--- config.mk ---
export PLATFORM = sky130hd
export DESIGN_NAME = updown_count_arbiter
export DESIGN_NICKNAME = d
export VERILOG_FILES = /design/src/rtl/updown_count_arbiter.sv
export SDC_FILE = /design/constraint.sdc
export NUM_CORES = 1
export LEC_CHECK = 0
export ABC_AREA = 1
export BUFFER_PORTS_ARGS = -buffer_cell sky130_fd_sc_hd__buf_2
export CAP_MARGIN = 20
export CORE_AREA = 2 2 56 53
export CTS_CLUSTER_SIZE = 14
export DETAILED_ROUTE_END_ITERATION = 16
export DIE_AREA = 0 0 58 55
export GPL_ROUTABILITY_DRIVEN = 0
export PLACE_DENSITY = 0.52
export SETUP_SLACK_MARGIN = 0.05
export SYNTH_ARGS = -nofsm -noshare
export SYNTH_HDL_FRONTEND = slang
export SYNTH_SLANG_ARGS = --single-unit
export TNS_END_PERCENT = 10
--- constraint.sdc ---
create_clock -name clk -period 1.45 [get_ports clk]
set_input_delay 0.145 -clock clk [delete_from_list [all_inputs] [get_ports clk]]
set_output_delay 0.145 -clock clk [all_outputs]
set_load 0.005 [all_outputs]
--- src/rtl/updown_count_arbiter.sv ---
// rtl/updown_count_arbiter.sv - two-requester round-robin arbiter driving a shared up/down step counter
// Optional clamp-at-limits behaviour with sticky sat flag: define UPDOWN_COUNT_SAT_EN.
module updown_count_arbiter #(
    parameter int WIDTH  = 4,
    parameter int STEP_W = 4
) (
    input  logic              clk,
    input  logic              rst,
    input  logic              req0_valid,
    input  logic              req0_dir,
    input  logic [STEP_W-1:0] req0_steps,
    input  logic              req1_valid,
    input  logic              req1_dir,
    input  logic [STEP_W-1:0] req1_steps,
    output logic              req0_ready,
    output logic              req1_ready,
    output logic [WIDTH-1:0]  count,
    output logic              busy,
    output logic              owner,
    output logic              done,
    output logic              sat
);

    typedef enum logic [1:0] {
        IDLE = 2'd0,
        RUN  = 2'd1,
        DONE = 2'd2
    } state_t;

    localparam logic [WIDTH-1:0]  CNT_ONE  = WIDTH'(1);
    localparam logic [STEP_W-1:0] STEP_ONE = STEP_W'(1);

    state_t             state_q;
    logic [WIDTH-1:0]   count_q;
    logic [STEP_W-1:0]  rem_q;
    logic               dir_q;
    logic               owner_q;
    logic               rr_q;
    logic               done_q;
    logic               busy_q;

    logic               sel;
    logic               any_valid;
    logic               sel_dir;
    logic [STEP_W-1:0]  sel_steps;
    logic [WIDTH-1:0]   count_step;

    // Contention goes to the rr pointer; a lone requester always wins.
    always_comb begin
        any_valid  = req0_valid | req1_valid;
        sel        = (req0_valid & req1_valid) ? rr_q : req1_valid;
        sel_dir    = sel ? req1_dir : req0_dir;
        sel_steps  = sel ? req1_steps : req0_steps;
        req0_ready = (state_q == IDLE) & any_valid & ~sel;
        req1_ready = (state_q == IDLE) & any_valid & sel;
        count_step = dir_q ? (count_q + CNT_ONE) : (count_q - CNT_ONE);
    end

`ifdef UPDOWN_COUNT_SAT_EN
    logic sat_q;
    logic at_limit;
    assign at_limit = dir_q ? (count_q == '1) : (count_q == '0);
    assign sat      = sat_q;
`else
    assign sat      = 1'b0;
`endif

    always_ff @(posedge clk) begin
        if (rst) begin
            state_q <= IDLE;
            count_q <= '0;
            rem_q   <= '0;
            dir_q   <= 1'b0;
            owner_q <= 1'b0;
            rr_q    <= 1'b0;
            done_q  <= 1'b0;
            busy_q  <= 1'b0;
`ifdef UPDOWN_COUNT_SAT_EN
            sat_q   <= 1'b0;
`endif
        end else begin
            case (state_q)
                IDLE: begin
                    if (req0_ready | req1_ready) begin
                        owner_q <= sel;
                        dir_q   <= sel_dir;
                        rem_q   <= sel_steps;
                        busy_q  <= 1'b1;
                        if (sel_steps == '0) begin
                            state_q <= DONE;
                            done_q  <= 1'b1;
                        end else begin
                            state_q <= RUN;
                        end
                    end
                end
                RUN: begin
                    rem_q <= rem_q - STEP_ONE;
`ifdef UPDOWN_COUNT_SAT_EN
                    // Clamped steps still consume a step so latency matches wrap mode.
                    if (at_limit) begin
                        sat_q <= 1'b1;
                    end else begin
                        count_q <= count_step;
                    end
`else
                    count_q <= count_step;
`endif
                    if (rem_q == STEP_ONE) begin
                        state_q <= DONE;
                        done_q  <= 1'b1;
                    end
                end
                DONE: begin
                    done_q  <= 1'b0;
                    busy_q  <= 1'b0;
                    rr_q    <= ~owner_q;
                    state_q <= IDLE;
                end
                default: begin
                    state_q <= IDLE;
                    done_q  <= 1'b0;
                    busy_q  <= 1'b0;
                end
            endcase
        end
    end

    assign count = count_q;
    assign busy  = busy_q;
    assign owner = owner_q;
    assign done  = done_q;

endmodule

Yosys cells after proc, flatten, opt, wreduce, memory -nomap -nowiden:

Index checks and enable logic that the tools add are counted.

* reduce and logical (&&, ||, !) cells: 8
* bitwise operators: 9
* eq/ne operators: 6
* $add $sub $neg: 3
* mux-type cells: 16

Operators with widths (number)
* two-way mux 4 bit: 3
* one-hot mux 4 bit (2 select lines): 1
* AND reduction 2 bit: 4
* subtractor 4 x 1 -> 4 bit, second input constant: 2
* two-way mux 1 bit: 6
* two-way mux 2 bit: 3
* adder 4 x 1 -> 4 bit, second input constant: 1
* bitwise AND 1 bit: 4
* == test 4 x 1 -> 1 bit, second input constant: 1
* zero test 4 bit: 1
* != test 2 x 1 -> 1 bit, second input constant: 2
* one-hot mux 1 bit (2 select lines): 2
* one-hot mux 2 bit (2 select lines): 1
* NOT 1 bit: 3
* AND reduction 3 bit: 1
* == test 2 x 1 -> 1 bit, second input constant: 1
* == test 2 bit, second input constant: 1
* zero test 2 bit: 1
* != test 2 bit, second input constant: 1
* bitwise OR 1 bit: 2
* nonzero test 2 bit: 1

* output and inout port bits: 10
* flip-flop bits (word level): 15
* logic and storage cells: 50

Logic depth before layout (Yosys ltp):

Gate-level depths: netlist of the first run.

* depth in word-level cells: 7
* depth in mapped cells: 10

Worst setup path after synthesis of the first run:

Ideal clock, no wire load.

* path type: register to register
* from: register dir_q
* to: register count_q[3] (netlist: count[3])
* cell stages (with the launch flop): 8
* period minus slack after synthesis: 1.265 ns
* required time: 1.319 ns
* path slack: 0.185 ns
* buffers on the path: 0
* arrival: 1.134 ns
* setup time: 0.131 ns
* cell sequence: dfxtp_1 inv_1 ha_1 a21oi_1 nand2_1 xor2_1 nand2_1 a21oi_1

* longest elaborated chain between the ends: 1

Ends and longest elaborated chain
* start, declared: line 36 `logic dir_q;`
* start signal, assigned: line 86 `dir_q <= sel_dir;`
* two-way mux 4 bit: line 56 `count_step = dir_q ? (count_q + CNT_ONE) : (count_q - CNT_ONE);`
* end signal, assigned: line 107 `count_q <= count_step;`
* end, declared: line 34 `logic [WIDTH-1:0] count_q;`

No other way between the ends.
A chain may end at the register's enable or synchronous reset.

Worst setup path in the final report of the first run:

* from: register state_q[1]
* to: output port req0_ready

* longest elaborated chain between the ends: 3

Ends and longest elaborated chain
* start, declared: line 33 `state_t state_q;`
* start signal, assigned: line 70 `state_q <= IDLE;`
* start signal, assigned: line 90 `state_q <= DONE;`
* start signal, assigned: line 93 `state_q <= RUN;`
* zero test 2 bit: line 54 `req0_ready = (state_q == IDLE) & any_valid & ~sel;`
* bitwise AND 1 bit (2 in series): line 54
* end, declared: line 15 `output logic req0_ready,`

No other way between the ends.

==> metrics.txt, run 1 <==
status finished, final reports clean; worst r2r src dir_q$_SDFFE_PP0P_; ANT nets after route 0; CTS Root Cell clkbuf_4; maximum fanout along the worst path 8; Worst-path clk slew 0.10 ns; worst path arrival time 1.21 ns; Crit path required time 1.31 ns; RR Endpoint count[3]$_SDFFE_PP0P_; post-synth cell types 25; Post-Route WL 1883 microns; syn_nets 137; worst clock skew 0.001939 ns; gr usage total 13.47%; cell row count 18; GRT met1 Usage 16.90%; Post-Syn Area 845.8 sq um; final period utilization 93.75%; Max Clk Rate 735.6 MHz; first-pass GRT wire length 3194 microns; fin. max-slew vios 0; die width 58 microns; clk sinks 15; setup_tns 0 ns; hold_sp rst; Die Y 55 microns; Area after DPL 982.2 sq um; Pwr Density 1985 mW/mm^2; H-tree depth 1; # fillers 290; final non-filler cell total 172; Initial DRC Count 45; Final Hold Viols 0; HPWL after DPL 1449 microns; Final setup viols 0; number of synthesized register bits 15; Initial Util 32.38%; reported max-cap violation count 0; Syn Area/Cell 7.168 sq um; IO Pins 24; Worst Reg2Reg Path Length in Cells 7; nets 162; Crit Path Class flip-flop to output port; detailed-route vias per instance 4.523; die area 0.003190 sq mm; CTS tree yes; initial antenna violation count 0; post-placement cell count 168; total number of yosys warnings 0; aggregate global routing overflow 0; cell count after synthesis 118; clock buffer depth 2; LEAKAGE 0.0005156 uW; clock latency on the worst-skew pair 0.28 ns; P&R area growth vs syn 22.63%; CP endpoint kind output port; share of layout cells above drive strength 1 28.17%; VDD IR-drop max 959.9 uV; Critical Path End req0_ready; Final Power 2059 uW; Core Region 0.002613 sq mm; GR met2 Demand/Resource 22.73%; most common cell after layout, fill and taps aside nand2_1; register area share after synthesis 35.50%; Setup crit start state_q[1]$_SDFFE_PP0P_; min cycle time layout 1.359 ns; Design Area, Final 0.001037 sq mm; Hold Crit Class input port to flip-flop; n_diodes 0; reg-to-reg slack, setup 0.20 ns; Worst Setup Start Kind flip-flop; drt drc 0; global-route track usage on met3 4.186%; # port buffers 22; leading cell types in the layout, fill and taps excluded nand2_1, buf_2, dfxtp_1; DRT Pass-1 Iters 4; largest net degree at the start of global routing 12; CTS buffer count 3; vias in the first global route 748; DR vias 778; hold slack 0.1559 ns; grt peak-use layer met2; WL/cell 10.95 microns; RSZ-0062 raised after global routing true
## routing by layer
layer	up-vias	wire, microns
met2	20	850
met3	2	120
met1	333	900
met5	-	0
li1	423	-
met4	0	11
## power breakdown
group	leakage, uW	internal, uW	total (uW)	switching [uW]
Sequential	0.000125	586	730	144
Combinational	0.000373	457	1080	621
Clock	0.0000177	102	251	148
## critical path, cell delays in order (launching register included)
cell,delay (ns)
dfxtp_2,0.37
nor2_4,0.16
o21ai_4,0.14
nor2_2,0.14
buf_2,0.12
## synth_stat cells (all sizes together)
cell / n / area [sq um]
nand4: 1 / 6.260
xnor2: 2 / 17.52
ha: 4 / 50.05
nand2: 36 / 137.6
nand3: 8 / 40.04
or2: 1 / 6.260
nor2: 13 / 68.81
buf: 1 / 7.510
o21ai: 7 / 46.30
dfxtp: 15 / 300.3
fa: 1 / 20.02
a311oi: 1 / 8.760
clkbuf: 1 / 3.750
a21oi: 5 / 25.02
inv: 15 / 58.81
xor2: 2 / 17.52
a31oi: 2 / 12.51
o211ai: 2 / 15.01
conb: 1 / 3.750
## timing repair
item | in CTS | in global routing
resized for setup | 2 | 5
buffers inserted | 0 | 0
hold buffers | 0 | 0
pin swaps | 0 | 0
setup endpoints to repair | 2 | 5
## per-stage QoR
step                      util (%)  setup slack, ns
final                        39.70          0.09062
after global placement       37.60           0.1584
after floorplan                  -           0.1852
after detailed placement     37.60           0.1077
after CTS                    38.89          0.05085
after global routing         39.70          0.01759
## cells by family after synthesis
group | Yosys count | synth area share, %
simple gates | 59 | 30.62
buf+inv | 17 | 8.284
other cells | 1 | 0.4434
compound gates | 17 | 12.72
fa+ha+maj | 5 | 8.284
xor+xnor | 4 | 4.143
flops | 15 | 35.50
## how the worst min path moves through the flow
stage                              end  cells past startpoint
floorplan            done$_SDFFE_PP0P_                      3
global placement     done$_SDFFE_PP0P_                      2
detailed placement   done$_SDFFE_PP0P_                      2
CTS                 owner$_SDFFE_PP0P_                      2
global route        owner$_SDFFE_PP0P_                      2
finish              owner$_SDFFE_PP0P_                      2
## registers in the layout, indices dropped and copies added, names as in the netlist
signal,flops
done,1
dir_q,1
state_q,2
busy,1
rr_q,1
count,4
owner,1
rem_q,4
## layout make-up
type                            instances  area (sq um)  area share, %
Sequential cell                        15         302.8          29.19
Inverter                               15         58.81          5.670
Timing Repair Buffer                   22         110.1          10.62
Clock inverter                          1         5.005         0.4825
Clock buffer                            3         22.52          2.171
Tap cell                               30         37.54          3.619
Multi-Input combinational cell         86         500.5          48.25
Note: power is estimated with default switching activity, not from simulation.
==> inputs of run 2 (changes only) <==
--- a/config.mk
+++ b/config.mk
@@ -13,6 +13,7 @@
 export DETAILED_ROUTE_END_ITERATION = 16
 export DIE_AREA = 0 0 58 55
 export GPL_ROUTABILITY_DRIVEN = 0
+export MAX_ROUTING_LAYER = met4
 export PLACE_DENSITY = 0.52
 export SETUP_SLACK_MARGIN = 0.05
 export SYNTH_ARGS = -nofsm -noshare
==> metrics.txt, run 2 (synthesized netlist as in run 1, its figures left out) <==
CTS buffer count 3 (unchanged); clk sinks 15 (unchanged); Final Hold Viols 0 (unchanged); n_diodes 0 (unchanged); Min-Delay Path Depth 2 (unchanged); Pwr Density 1986 mW/mm^2 (about the same); RSZ-0062 raised after global routing true; final period utilization 93.88% (+0.13 points); aggregate global routing overflow 0 (unchanged); min cycle time layout 1.361 ns (+0.001882 ns); hold slack 0.1564 ns (+0.0005070 ns); vias in the first global route 746 (-0.27%); IO Pins 24 (unchanged); routed wl met2 851 microns (+0.12%); setup_tns 0 ns (unchanged); largest net degree at the start of global routing 12 (unchanged); die width 58 microns (unchanged); final core occ 39.70% (unchanged); DR vias 778 (unchanged); WHS Endpoint owner$_SDFFE_PP0P_; ANT nets after route 0 (unchanged); CP endpoint kind output port; status finished, final reports clean; die area 0.003190 sq mm (unchanged); Final Power 2060 uW (about the same); Post-Route WL 1885 microns (+0.11%); # port buffers 22 (unchanged); Die Y 55 microns (unchanged); initial antenna violation count 0 (unchanged); DR top layer met4; Final setup viols 0 (unchanged); clock buffer depth 2 (unchanged); RR Endpoint count[3]$_SDFFE_PP0P_; most common cell after layout, fill and taps aside nand2_1; worst r2r src dir_q$_SDFFE_PP0P_; Core Region 0.002613 sq mm (unchanged); CP peak stage delay 0.37 ns (about the same); met3 WL 131 microns (+9.2%); hold_sp rst; Initial Util 32.38% (unchanged); CP top delay family flip-flops; drt drc 0 (unchanged); Worst-path clk slew 0.10 ns (about the same); fin. max-slew vios 0 (unchanged); leading cell types in the layout, fill and taps excluded nand2_1, buf_2, dfxtp_1; LEAKAGE 0.0005156 uW (unchanged); Slowest cell on crit path dfxtp_2; met1 wire length 891 microns (-1.0%); CTS tree yes; post-CTS setup buffers 0 (unchanged); reported max-cap violation count 0 (unchanged); worst path arrival time 1.22 ns (about the same); Crit path required time 1.31 ns (about the same); worst clock skew 0.002957 ns (+0.001018 ns); DRT Pass-1 Iters 4 (unchanged); nets 162 (unchanged); detailed-route vias per instance 4.523 (unchanged); reg-to-reg slack, setup 0.20 ns (about the same); hold_buf cts 0 (unchanged); P&R area growth vs syn 22.63% (unchanged); cell row count 18 (unchanged); Hold Crit Class input port to flip-flop; Critical Path, Cell by Cell nor2_4 > o21ai_4 > nor2_2 > buf_2; share of layout cells above drive strength 1 28.17% (unchanged); Initial DRC Count 45 (unchanged); WL/cell 10.96 microns (+0.11%); Worst Setup Start Kind flip-flop; HPWL after DPL 1449 microns (unchanged); maximum fanout along the worst path 8 (unchanged); Worst Reg2Reg Path Length in Cells 7 (unchanged); Crit Path Class flip-flop to output port; CTS Root Cell clkbuf_4; first-pass GRT wire length 3208 microns (+0.44%); Max Clk Rate 734.6 MHz (-0.14%); H-tree depth 1 (unchanged); clock latency on the worst-skew pair 0.29 ns (about the same); crit path buf inv count 1 (unchanged); VDD IR-drop max 960.6 uV (about the same); gr usage total 13.86% (+0.39 points)
## run 2: worst max path at each step
stage | startpoint | depth (start not counted) | slack, ns | to
after detailed placement | dir_q$_SDFFE_PP0P_ | 7 | 0.11 | count[3]$_SDFFE_PP0P_
after global placement | dir_q$_SDFFE_PP0P_ | 7 | 0.16 | count[3]$_SDFFE_PP0P_
final | state_q[1]$_SDFFE_PP0P_ | 4 | 0.09 | req0_ready
after floorplan | dir_q$_SDFFE_PP0P_ | 7 | 0.19 | count[3]$_SDFFE_PP0P_
after global routing | state_q[1]$_SDFFE_PP0P_ | 4 | 0.02 | req0_ready
after CTS | dir_q$_SDFFE_PP0P_ | 7 | 0.05 | count[3]$_SDFFE_PP0P_
## run 2: final cells by class
class	count	area (sq um)
Clock buffer	3	22.52
Clock inverter	1	5.005
Fill cell	290	1575
Inverter	15	58.81
Multi-Input combinational cell	86	500.5
Sequential cell	15	302.8
Tap cell	30	37.54
Timing Repair Buffer	22	110.1
## run 2: routing by layer
metal  vias up  global-route usage [%]
met3         2                   4.186
met4         0                   3.488
met5         -                       -
met2        22                   22.73
met1       330                   16.90
li1        424                       -
## run 2: stage by stage
step / std cells / instance area [sq um] / worst slack [ns]
floorplan: 118 / 845.8 / 0.1852
global placement: 168 / 982.2 / 0.1584
detailed placement: 168 / 982.2 / 0.1077
CTS: 172 / 1016 / 0.05085
global route: 172 / 1037 / 0.01759
finish: 172 / 1037 / 0.08874
## run 2: report_power, final
| group | internal [uW] | total (uW) | switching (uW) |
|---|---|---|---|
| clock | 102 | 252 | 150 |
| combinational | 457 | 1080 | 621 |
| sequential | 586 | 730 | 144 |
## run 2: worst reg2reg max path: stages, from the launching register on
cell and delay [ns]:
dfxtp_2 0.35, inv_2 0.07, ha_4 0.28, nand3_1 0.07, nand2_1 0.09, xor2_1 0.14, nand2_1 0.06, a21oi_1 0.13
## run 2: what timing repair did
| action | CTS | global route |
|---|---|---|
| setup endpoints to repair | 2 | 5 |
| resized for setup | 2 | 5 |
| cloned | 0 | 0 |
==> inputs of run 3 (changes only) <==
--- a/config.mk
+++ b/config.mk
@@ -16,6 +16,7 @@
 export MAX_ROUTING_LAYER = met4
 export PLACE_DENSITY = 0.52
 export SETUP_SLACK_MARGIN = 0.05
+export SLEW_MARGIN = 10
 export SYNTH_ARGS = -nofsm -noshare
 export SYNTH_HDL_FRONTEND = slang
 export SYNTH_SLANG_ARGS = --single-unit
==> constraint.sdc (replaced) <==
create_clock -name clk -period 1.5 [get_ports clk]
set_input_delay 0.15 -clock clk [delete_from_list [all_inputs] [get_ports clk]]
set_output_delay 0.15 -clock clk [all_outputs]
set_load 0.005 [all_outputs]
==> metrics.txt, run 3 (synthesized netlist as in run 1, its figures left out) <==
IO Pins 24 (unchanged); share of layout cells above drive strength 1 27.46% (-0.70 points); Initial Util 32.38% (unchanged); cell row count 18 (unchanged); worst clock skew 0.001784 ns (-0.001173 ns); DR vias 777 (-0.13%); H-tree depth 1 (unchanged); Worst-path clk slew 0.10 ns (about the same); HPWL after DPL 1449 microns (unchanged); nets 162 (unchanged); WL/cell 10.84 microns (-1.1%); die area 0.003190 sq mm (unchanged); P&R area growth vs syn 21.30%; status finished, final reports clean; largest net degree at the start of global routing 12 (unchanged); CTS Root Cell clkbuf_4; CTS tree yes; CP endpoint kind output port; clock buffer depth 2 (unchanged); clock latency on the worst-skew pair 0.29 ns (about the same); DRT Pass-1 Iters 4 (unchanged); Crit path required time 1.35 ns (+0.04 ns); min cycle time layout 1.382 ns; setup_tns 0 ns (unchanged); final period utilization 92.16%; Hold Crit Class input port to flip-flop; hold_buf cts 0 (unchanged); reported max-cap violation count 0 (unchanged); # port buffers 22 (unchanged); initial antenna violation count 0 (unchanged); worst setup margin 0.1175 ns (+0.02881 ns); Final Hold Viols 0 (unchanged); worst path arrival time 1.23 ns (about the same); first-pass GRT wire length 3208 microns (unchanged); leading cell types in the layout, fill and taps excluded nand2_1, buf_2, dfxtp_1; Pwr Density 1924 mW/mm^2 (-3.1%); vias in the first global route 746 (unchanged); Max Clk Rate 723.4 MHz; ANT nets after route 0 (unchanged); VDD IR-drop max 959.7 uV (about the same); Worst Setup Start Kind flip-flop; Crit Path Class flip-flop to output port; aggregate global routing overflow 0 (unchanged); hold slack 0.1568 ns (+0.0003860 ns); n_diodes 0 (unchanged); gr usage total 13.86% (unchanged); drt drc 0 (unchanged); Die Y 55 microns (unchanged); final core occ 39.27% (-0.43 points); Core Region 0.002613 sq mm (unchanged); pre-CTS setup slack 0.1577 ns (+0.05000 ns); Post-Route WL 1864 microns (-1.1%); post-CTS setup buffers 0 (unchanged); RSZ-0062 raised after global routing true; reg-to-reg slack, setup 0.21 ns (about the same); LEAKAGE 0.0005103 uW (-1.0%); die width 58 microns (unchanged); detailed-route vias per instance 4.517 (-0.13%); Initial DRC Count 30 (-33%); CTS buffer count 3 (unchanged); maximum fanout along the worst path 8 (unchanged); clk sinks 15 (unchanged); most common cell after layout, fill and taps aside nand2_1; Final setup viols 0 (unchanged); fin. max-slew vios 0 (unchanged)
-- run 3: cell counts in the layout (fill, tap and decap cells not counted) --
No cell type changed its count.
-- run 3: timing repair --
action,in CTS,in global routing
pin swaps,0,0
endpoints found under the setup margin,1,3
resized for setup,1,3
-- run 3: stage by stage --
step	cells	area (sq um)	power, uW
global placement	168	982.2	1698
floorplan	118	845.8	1435
global route	172	1026	2201
detailed placement	168	982.2	1705
CTS	172	1011	1963
finish	172	1026	1974
-- run 3: path summary, 6_finish.rpt --
| check | startpoint | end | cells after the start |
|---|---|---|---|
| min | rst | owner$_SDFFE_PP0P_ | 2 |
| max | state_q[1]$_SDFFE_PP0P_ | req1_ready | 4 |
| max reg2reg | dir_q$_SDFFE_PP0P_ | count[3]$_SDFFE_PP0P_ | 7 |
| min reg2reg | done$_SDFFE_PP0P_ | done$_SDFFE_PP0P_ | 2 |
-- run 3: per-layer routing --
| layer | GRT usage, % | vias up | wire (microns) |
|---|---|---|---|
| met1 | 16.90 | 334 | 912 |
| met3 | 4.186 | 2 | 118 |
| li1 | - | 423 | - |
| met5 | - | - | 0 |
| met2 | 22.73 | 18 | 823 |
| met4 | 3.488 | 0 | 10 |
-- run 3: critical path, cell delays in order (launching register included) --
cell	delay [ns]
dfxtp_2	0.37
nor2_4	0.16
o21ai_4	0.13
nor2_2	0.15
buf_2	0.13
-- run 3: cell type report --
type                       count  area, sq um
clock buffer                   3        22.52
clock inverter                 1        5.005
fill                         289         1587
inverter                      15        58.81
multi-input combinational     86        490.5
sequential                    15        301.5
tap                           30        37.54
timing repair buffer          22        110.1
-- run 3: power by group --
part	switching, uW	internal (uW)
registers	138	564
clock network	147	99.1
logic	587	439
